--- src/rtl/demux_pkg.sv ---
`default_nettype none
// ============================================================================
//  Module      : demux_pkg
//  Description : Shared channel-select type, channel count and select decode
//                for the registered 1:4 demultiplexer.
//  Revision    : 1.0  initial release
// ============================================================================
package demux_pkg;

    typedef logic [1:0] chan_sel_t;

    localparam int NUM_CHAN = 4;

    function automatic logic [NUM_CHAN-1:0] sel_onehot(input chan_sel_t sel);
        sel_onehot      = '0;
        sel_onehot[sel] = 1'b1;
    endfunction

endpackage : demux_pkg
`default_nettype wire

--- src/rtl/demux_slot.sv ---
`default_nettype none
// ============================================================================
//  Module      : demux_slot
//  Description : One-entry holding register for a single output channel with
//                valid/ready handshake; load wins over a same-cycle drain.
//  Revision    : 1.0  initial release
// ============================================================================
module demux_slot #(
    parameter int WIDTH = 64
) (
    input  logic             clk,
    input  logic             reset,
    input  logic             load,
    input  logic [WIDTH-1:0] load_data,
    input  logic             out_ready,
    output logic [WIDTH-1:0] out_data,
    output logic             out_valid,
    output logic             free
);

    logic [WIDTH-1:0] r_data;
    logic             r_valid;

    always_ff @(posedge clk) begin
        if (reset) begin
            r_data  <= '0;
            r_valid <= 1'b0;
        end else if (load) begin
            r_data  <= load_data;
            r_valid <= 1'b1;
        end else if (r_valid && out_ready) begin
            r_valid <= 1'b0;
        end
    end

    assign out_data  = r_data;
    assign out_valid = r_valid;
    // Slot can take a word if empty or being emptied this cycle.
    assign free      = ~r_valid | out_ready;

endmodule : demux_slot
`default_nettype wire

--- src/rtl/demux1_4_reg.sv ---
`default_nettype none
// ============================================================================
//  Module      : demux1_4_reg
//  Description : Registered 1-to-4 demultiplexer; steers each accepted word to
//                the channel chosen by in_sel, one holding slot per channel.
//  Revision    : 1.0  initial release
// ============================================================================
module demux1_4_reg
    import demux_pkg::*;
#(
    parameter int WIDTH = 64
) (
    input  logic                           clk,
    input  logic                           reset,
    input  logic [WIDTH-1:0]               in_data,
    input  logic [1:0]                     in_sel,
    input  logic                           in_valid,
    output logic                           in_ready,
    output logic [NUM_CHAN-1:0][WIDTH-1:0] out_data,
    output logic [NUM_CHAN-1:0]            out_valid,
    input  logic [NUM_CHAN-1:0]            out_ready
);

    logic [NUM_CHAN-1:0] w_free;
    logic [NUM_CHAN-1:0] w_load;
    logic                w_acc;

    // Readiness follows only the addressed slot, so a stalled channel blocks
    // the input only while it is selected.
    assign in_ready = w_free[in_sel];
    assign w_acc    = in_valid & in_ready;
    assign w_load   = w_acc ? sel_onehot(chan_sel_t'(in_sel)) : '0;

    generate
        for (genvar gi = 0; gi < NUM_CHAN; gi++) begin : g_slot
            demux_slot #(
                .WIDTH (WIDTH)
            ) u_slot (
                .clk       (clk),
                .reset     (reset),
                .load      (w_load[gi]),
                .load_data (in_data),
                .out_ready (out_ready[gi]),
                .out_data  (out_data[gi]),
                .out_valid (out_valid[gi]),
                .free      (w_free[gi])
            );
        end
    endgenerate

endmodule : demux1_4_reg
`default_nettype wire

--- config.mk ---
export PLATFORM = sky130hd
export DESIGN_NAME = demux1_4_reg
export DESIGN_NICKNAME = d
export VERILOG_FILES = /design/src/rtl/demux_pkg.sv /design/src/rtl/demux_slot.sv /design/src/rtl/demux1_4_reg.sv
export SDC_FILE = /design/constraint.sdc
export NUM_CORES = 1
export LEC_CHECK = 0
export ABC_AREA = 1
export CAP_MARGIN = 30
export CELL_PAD_IN_SITES_DETAIL_PLACEMENT = 1
export CELL_PAD_IN_SITES_GLOBAL_PLACEMENT = 2
export CORE_ASPECT_RATIO = 1.4
export CORE_MARGIN = 2
export CORE_UTILIZATION = 25
export DETAILED_ROUTE_END_ITERATION = 16
export GPL_ROUTABILITY_DRIVEN = 0
export PLACE_DENSITY = 0.78
export SKIP_CTS_REPAIR_TIMING = 1
export SYNTH_ARGS = -nofsm -noshare
export SYNTH_HDL_FRONTEND = slang
export SYNTH_SLANG_ARGS = --single-unit
--- constraint.sdc ---
create_clock -name clk -period 2 [get_ports clk]
set_clock_uncertainty 0.2 [all_clocks]
set_input_delay 0.4 -clock clk [delete_from_list [all_inputs] [get_ports clk]]
set_output_delay 0.4 -clock clk [all_outputs]
set_load 0.005 [all_outputs]
==> impl_results.html <==
<table>
<tr><th>Metric</th><th>Value</th></tr>
<tr><th colspan="2">Run status</th></tr>
<tr><td>Result of the run</td><td>finished, violations left</td></tr>
<tr><td>Failing checks</td><td>negative setup slack</td></tr>
<tr><th colspan="2">Timing</th></tr>
<tr><td>Worst Tran Pin Value</td><td>0.604 ns</td></tr>
<tr><td>Worst slew slack as a fraction of its limit</td><td>59.8%</td></tr>
<tr><td>Max-slew violation count</td><td>0</td></tr>
<tr><td>Least setup slack across all paths after layout</td><td>-0.0443 ns</td></tr>
<tr><td>Fmax achieved</td><td>0.489 GHz</td></tr>
<tr><td>Post-route minimum period</td><td>slightly above 2 ns</td></tr>
<tr><td>Final hold violations</td><td>0</td></tr>
<tr><td>Unrepaired setup endpoints after global routing</td><td>true</td></tr>
<tr><td>Setup tns final</td><td>-0.0443 ns</td></tr>
<tr><td>Final setup violation count</td><td>1</td></tr>
<tr><td>Portion of the clock cycle consumed by the worst path in the final layout</td><td>102%</td></tr>
<tr><th colspan="2">Global routing</th></tr>
<tr><td>Residual overflow from global routing</td><td>0</td></tr>
<tr><td>Number of antenna violations at the first check in global routing</td><td>5</td></tr>
<tr><td>Vias in the first global route</td><td>12103</td></tr>
<tr><td>Maximum number of pins on one net before global-route repair</td><td>62</td></tr>
<tr><td>Total global routing track utilization</td><td>~18%</td></tr>
<tr><td>Wire length of the first global-routing pass</td><td>~68000 µm</td></tr>
<tr><th colspan="2">Die</th></tr>
<tr><td>Number of rows created at floorplan</td><td>between 90 and 100</td></tr>
<tr><td>Vertical die dimension</td><td>between 200 and 300 µm</td></tr>
<tr><td>Die area</td><td>between 0.04 and 0.05 mm²</td></tr>
<tr><td>Starting density of the core</td><td>about a quarter</td></tr>
<tr><td>Width of the die</td><td>about 190 µm</td></tr>
<tr><td>Placeable core region</td><td>about 0.047 mm²</td></tr>
<tr><td>Count of boundary I/O pins</td><td>334</td></tr>
<tr><th colspan="2">Final layout</th></tr>
<tr><td>Ratio of cells with drive above 1 in the final layout</td><td>10.6%</td></tr>
<tr><td>Area growth from synthesis to layout</td><td>50.6%</td></tr>
<tr><td>Filler Cell Count</td><td>5898</td></tr>
<tr><td>Finished Cell Area</td><td>0.0177 mm²</td></tr>
<tr><td>Sequential Area</td><td>0.00524 mm²</td></tr>
<tr><td>Final layout net count</td><td>2262</td></tr>
<tr><td>Area of the multi-input gates</td><td>0.00433 mm²</td></tr>
<tr><th colspan="2">Worst setup path</th></tr>
<tr><td>Delay of the slowest cell on the worst path</td><td>0.33 ns</td></tr>
<tr><td>Critical path peak fanout</td><td>2</td></tr>
<tr><td>Crit start category</td><td>flop</td></tr>
<tr><td>Required time worst endpoint</td><td>1.40 ns</td></tr>
<tr><td>Critical Path End Type</td><td>output pin</td></tr>
<tr><td>Critical path data arrival time</td><td>1.44 ns</td></tr>
<tr><td>Dominant cell type by count on the critical path</td><td>sky130_fd_sc_hd__nand2_1</td></tr>
<tr><td>Reg2Reg Depth</td><td>11</td></tr>
<tr><td>Standard cell with the maximum stage delay on the critical path</td><td>sky130_fd_sc_hd__dfxtp_1</td></tr>
<tr><td>Type of the worst setup path</td><td>reg -&gt; out</td></tr>
<tr><td>Cells along the critical path</td><td>inv_1 &gt; nor2_2 &gt; nand2_1 &gt; nand2_1 &gt; nor2_4 &gt; clkbuf_2</td></tr>
<tr><th colspan="2">Placement</th></tr>
<tr><td>Dpl ws</td><td>-0.649 ns</td></tr>
<tr><td>Count of port buffers added during placement</td><td>~330</td></tr>
<tr><td>Post-DP Area</td><td>0.0160 mm²</td></tr>
<tr><td>Detailed placement HPWL</td><td>32000 µm</td></tr>
<tr><th colspan="2">Synth</th></tr>
<tr><td>Yosys top cell by area</td><td>sky130_fd_sc_hd__dfxtp_1</td></tr>
<tr><td>Count of flip-flops with a built-in enable after synthesis</td><td>0</td></tr>
<tr><td>Sequential area share after synthesis</td><td>between 40% and 50%</td></tr>
<tr><td>Synth Net Count</td><td>1961</td></tr>
<tr><td>Count of distinct cell types in the synthesized netlist</td><td>15</td></tr>
<tr><td>Number of warnings issued by yosys</td><td>0</td></tr>
<tr><td>Largest cells by area after synthesis</td><td>sky130_fd_sc_hd__dfxtp_1 44%, sky130_fd_sc_hd__nand2_1 17%, sky130_fd_sc_hd__nor2_1 12%, sky130_fd_sc_hd__inv_1 12%, sky130_fd_sc_hd__nand4_1 6.9%</td></tr>
<tr><td>Commonest register cell after synthesis</td><td>sky130_fd_sc_hd__dfxtp_1</td></tr>
<tr><td>Number of cells produced by synthesis</td><td>1888</td></tr>
<tr><td>Per-instance average area after synthesis</td><td>6.23 µm²</td></tr>
<tr><td>Combined area of all synthesized cells</td><td>approximately 0.012 mm²</td></tr>
<tr><td>Top post-synthesis cells by count</td><td>521 x sky130_fd_sc_hd__nand2_1, 391 x sky130_fd_sc_hd__nor2_1, 365 x sky130_fd_sc_hd__inv_1, 260 x sky130_fd_sc_hd__dfxtp_1, 130 x sky130_fd_sc_hd__nand4_1</td></tr>
<tr><td>Asr flop ratio synth</td><td>0%</td></tr>
<tr><td>FF+latch count, synth</td><td>260</td></tr>
<tr><td>Share of Yosys cell area claimed by the top area cell type</td><td>between 40 and 50%</td></tr>
<tr><td>Most frequently used cell type in the post-synthesis netlist</td><td>sky130_fd_sc_hd__nand2_1</td></tr>
<tr><th colspan="2">Clocking</th></tr>
<tr><td>TritonCTS clock tree</td><td>built</td></tr>
<tr><td>CTS Buf Count</td><td>31</td></tr>
<tr><td>Number of clock sinks seen by CTS</td><td>260</td></tr>
<tr><td>Level count of the clock H-tree</td><td>1</td></tr>
<tr><td>Clk pin slew, worst setup/hold paths</td><td>about 0.060 ns</td></tr>
<tr><td>Clock Path Buffers</td><td>3</td></tr>
<tr><td>Root buffer selected by CTS</td><td>sky130_fd_sc_hd__clkbuf_16</td></tr>
<tr><td>Worst skew pair latency</td><td>0.57 ns</td></tr>
<tr><th colspan="2">Routing</th></tr>
<tr><td>Detail Route met3 WL</td><td>roughly 2300 µm</td></tr>
<tr><td>Uppermost layer routed</td><td>met5</td></tr>
<tr><td>DRC Markers</td><td>0</td></tr>
<tr><td>Vias per cell</td><td>4.16</td></tr>
<tr><td>Antenna Nets Post-Route</td><td>0</td></tr>
<tr><td>1st-pass router iterations</td><td>4</td></tr>
<tr><td>Iteration-0 DRC Markers</td><td>347</td></tr>
<tr><td>Per-cell routed wire length</td><td>15.8 µm</td></tr>
<tr><td>Overall via count from detail_route</td><td>11801</td></tr>
<tr><td>Final Routed Wirelength</td><td>44700 µm</td></tr>
<tr><td>Metal1 wirelength</td><td>17800 µm</td></tr>
<tr><td>Detail Route met2 WL</td><td>23200 µm</td></tr>
<tr><th colspan="2">Power and ir drop</th></tr>
<tr><td>Pwr dens</td><td>between 700 and 800 mW/mm²</td></tr>
<tr><td>Max rail drop VDD</td><td>approximately 0.00063 V</td></tr>
<tr><td>Static leakage</td><td>0.0129 µW</td></tr>
<tr><td>Tot Pwr</td><td>13200 µW</td></tr>
<tr><th colspan="2">Min path</th></tr>
<tr><td>Number of cells on the worst hold path</td><td>5</td></tr>
<tr><td>Type of the worst min-delay path</td><td>in -&gt; reg</td></tr>
<tr><th colspan="2">Flow run</th></tr>
<tr><td>Max capacitance violation total</td><td>0</td></tr>
</table>
==> layer usage <==
layer | GRT usage, % | up-vias
li1 | - | 6013
met1 | 19.6 | 5481
met2 | 32.7 | 239
met3 | 4.07 | 62
met4 | 6.36 | 6
met5 | 0 | -
==> report_power, final <==
group | internal [µW] | leakage (µW) | switching, µW
Combinational | 926 | 0.0103 | 1110
Sequential | 5470 | 0.00214 | 144
Clock | 3190 | 0.000479 | 2330
Total | 9590 | 0.0129 | 3580
==> registers in the layout, indices dropped and copies added, names as in the netlist <==
name	flops
g_slot.u_slot.out_data	256
g_slot.u_slot.out_valid	4
==> cells in the final DEF, fill, tap and decap left out, types with 2 or more instances in the layout <==
cell / count
sky130_fd_sc_hd__buf_4: 27
sky130_fd_sc_hd__dfxtp_1: 232
sky130_fd_sc_hd__buf_12: 18
sky130_fd_sc_hd__clkbuf_16: 32
sky130_fd_sc_hd__inv_1: 363
sky130_fd_sc_hd__buf_6: 5
sky130_fd_sc_hd__nor2_4: 3
sky130_fd_sc_hd__clkdlybuf4s50_1: 69
sky130_fd_sc_hd__nand4_1: 130
sky130_fd_sc_hd__nor2_2: 3
sky130_fd_sc_hd__clkinv_2: 3
sky130_fd_sc_hd__nor2_1: 386
sky130_fd_sc_hd__a21oi_1: 4
sky130_fd_sc_hd__inv_2: 97
sky130_fd_sc_hd__dfxtp_2: 28
sky130_fd_sc_hd__clkbuf_1: 8
sky130_fd_sc_hd__clkbuf_8: 10
sky130_fd_sc_hd__dlymetal6s2s_1: 262
sky130_fd_sc_hd__nand3_4: 2
sky130_fd_sc_hd__nand2_1: 521
==> critical path: cells and delay by family (launching register included) <==
family | cells | cell delay, ns
and+or+nand+nor | 4 | 0.37
DFF | 1 | 0.33
buffers and inverters | 2 | 0.18
==> worst paths after layout <==
| kind | endpoint | slack, ns | startpoint |
|---|---|---|---|
| worst max-delay path | in_ready | -0.04 | g_slot[3].u_slot.out_valid |
| worst min-delay path | g_slot[3].u_slot.out_data[63] | 0.25 | in_valid |
| worst max register to register | g_slot[2].u_slot.out_data[21] | 0.24 | g_slot[2].u_slot.out_valid |
| worst min register to register | g_slot[3].u_slot.out_data[8] | 0.31 | g_slot[3].u_slot.out_data[8] |
==> logic make-up after synthesis <==
group,count (synthesis),synth area share (%)
buffers and inverters,578,19.4
AOI/OAI and AO/OA,4,0.170
and+or+nand+nor,1046,36.2
DFF,260,44.2
==> final cells by class <==
cell class                 count  share of cell area, %
clock inverter                 5                  0.176
tap                          624                   4.40
sequential                   260                   29.6
timing repair buffer         385                   26.3
inverter                     461                   9.80
multi-input combinational   1050                   24.4
antenna                        1                 0.0141
clock buffer                  49                   5.32
==> per-stage QoR <==
stage | std cells | hold WS (ns) | util, %
finish | 2835 | 0.248 | 37.9
global route | 2835 | 0.258 | 37.9
CTS | 2833 | 0.224 | 36.2
detailed placement | 2779 | 0.303 | 34.2
global placement | 2779 | 0.295 | 34.2
floorplan | 1888 | 0.269 | -
No activity file was read; power rests on OpenSTA's default activity.
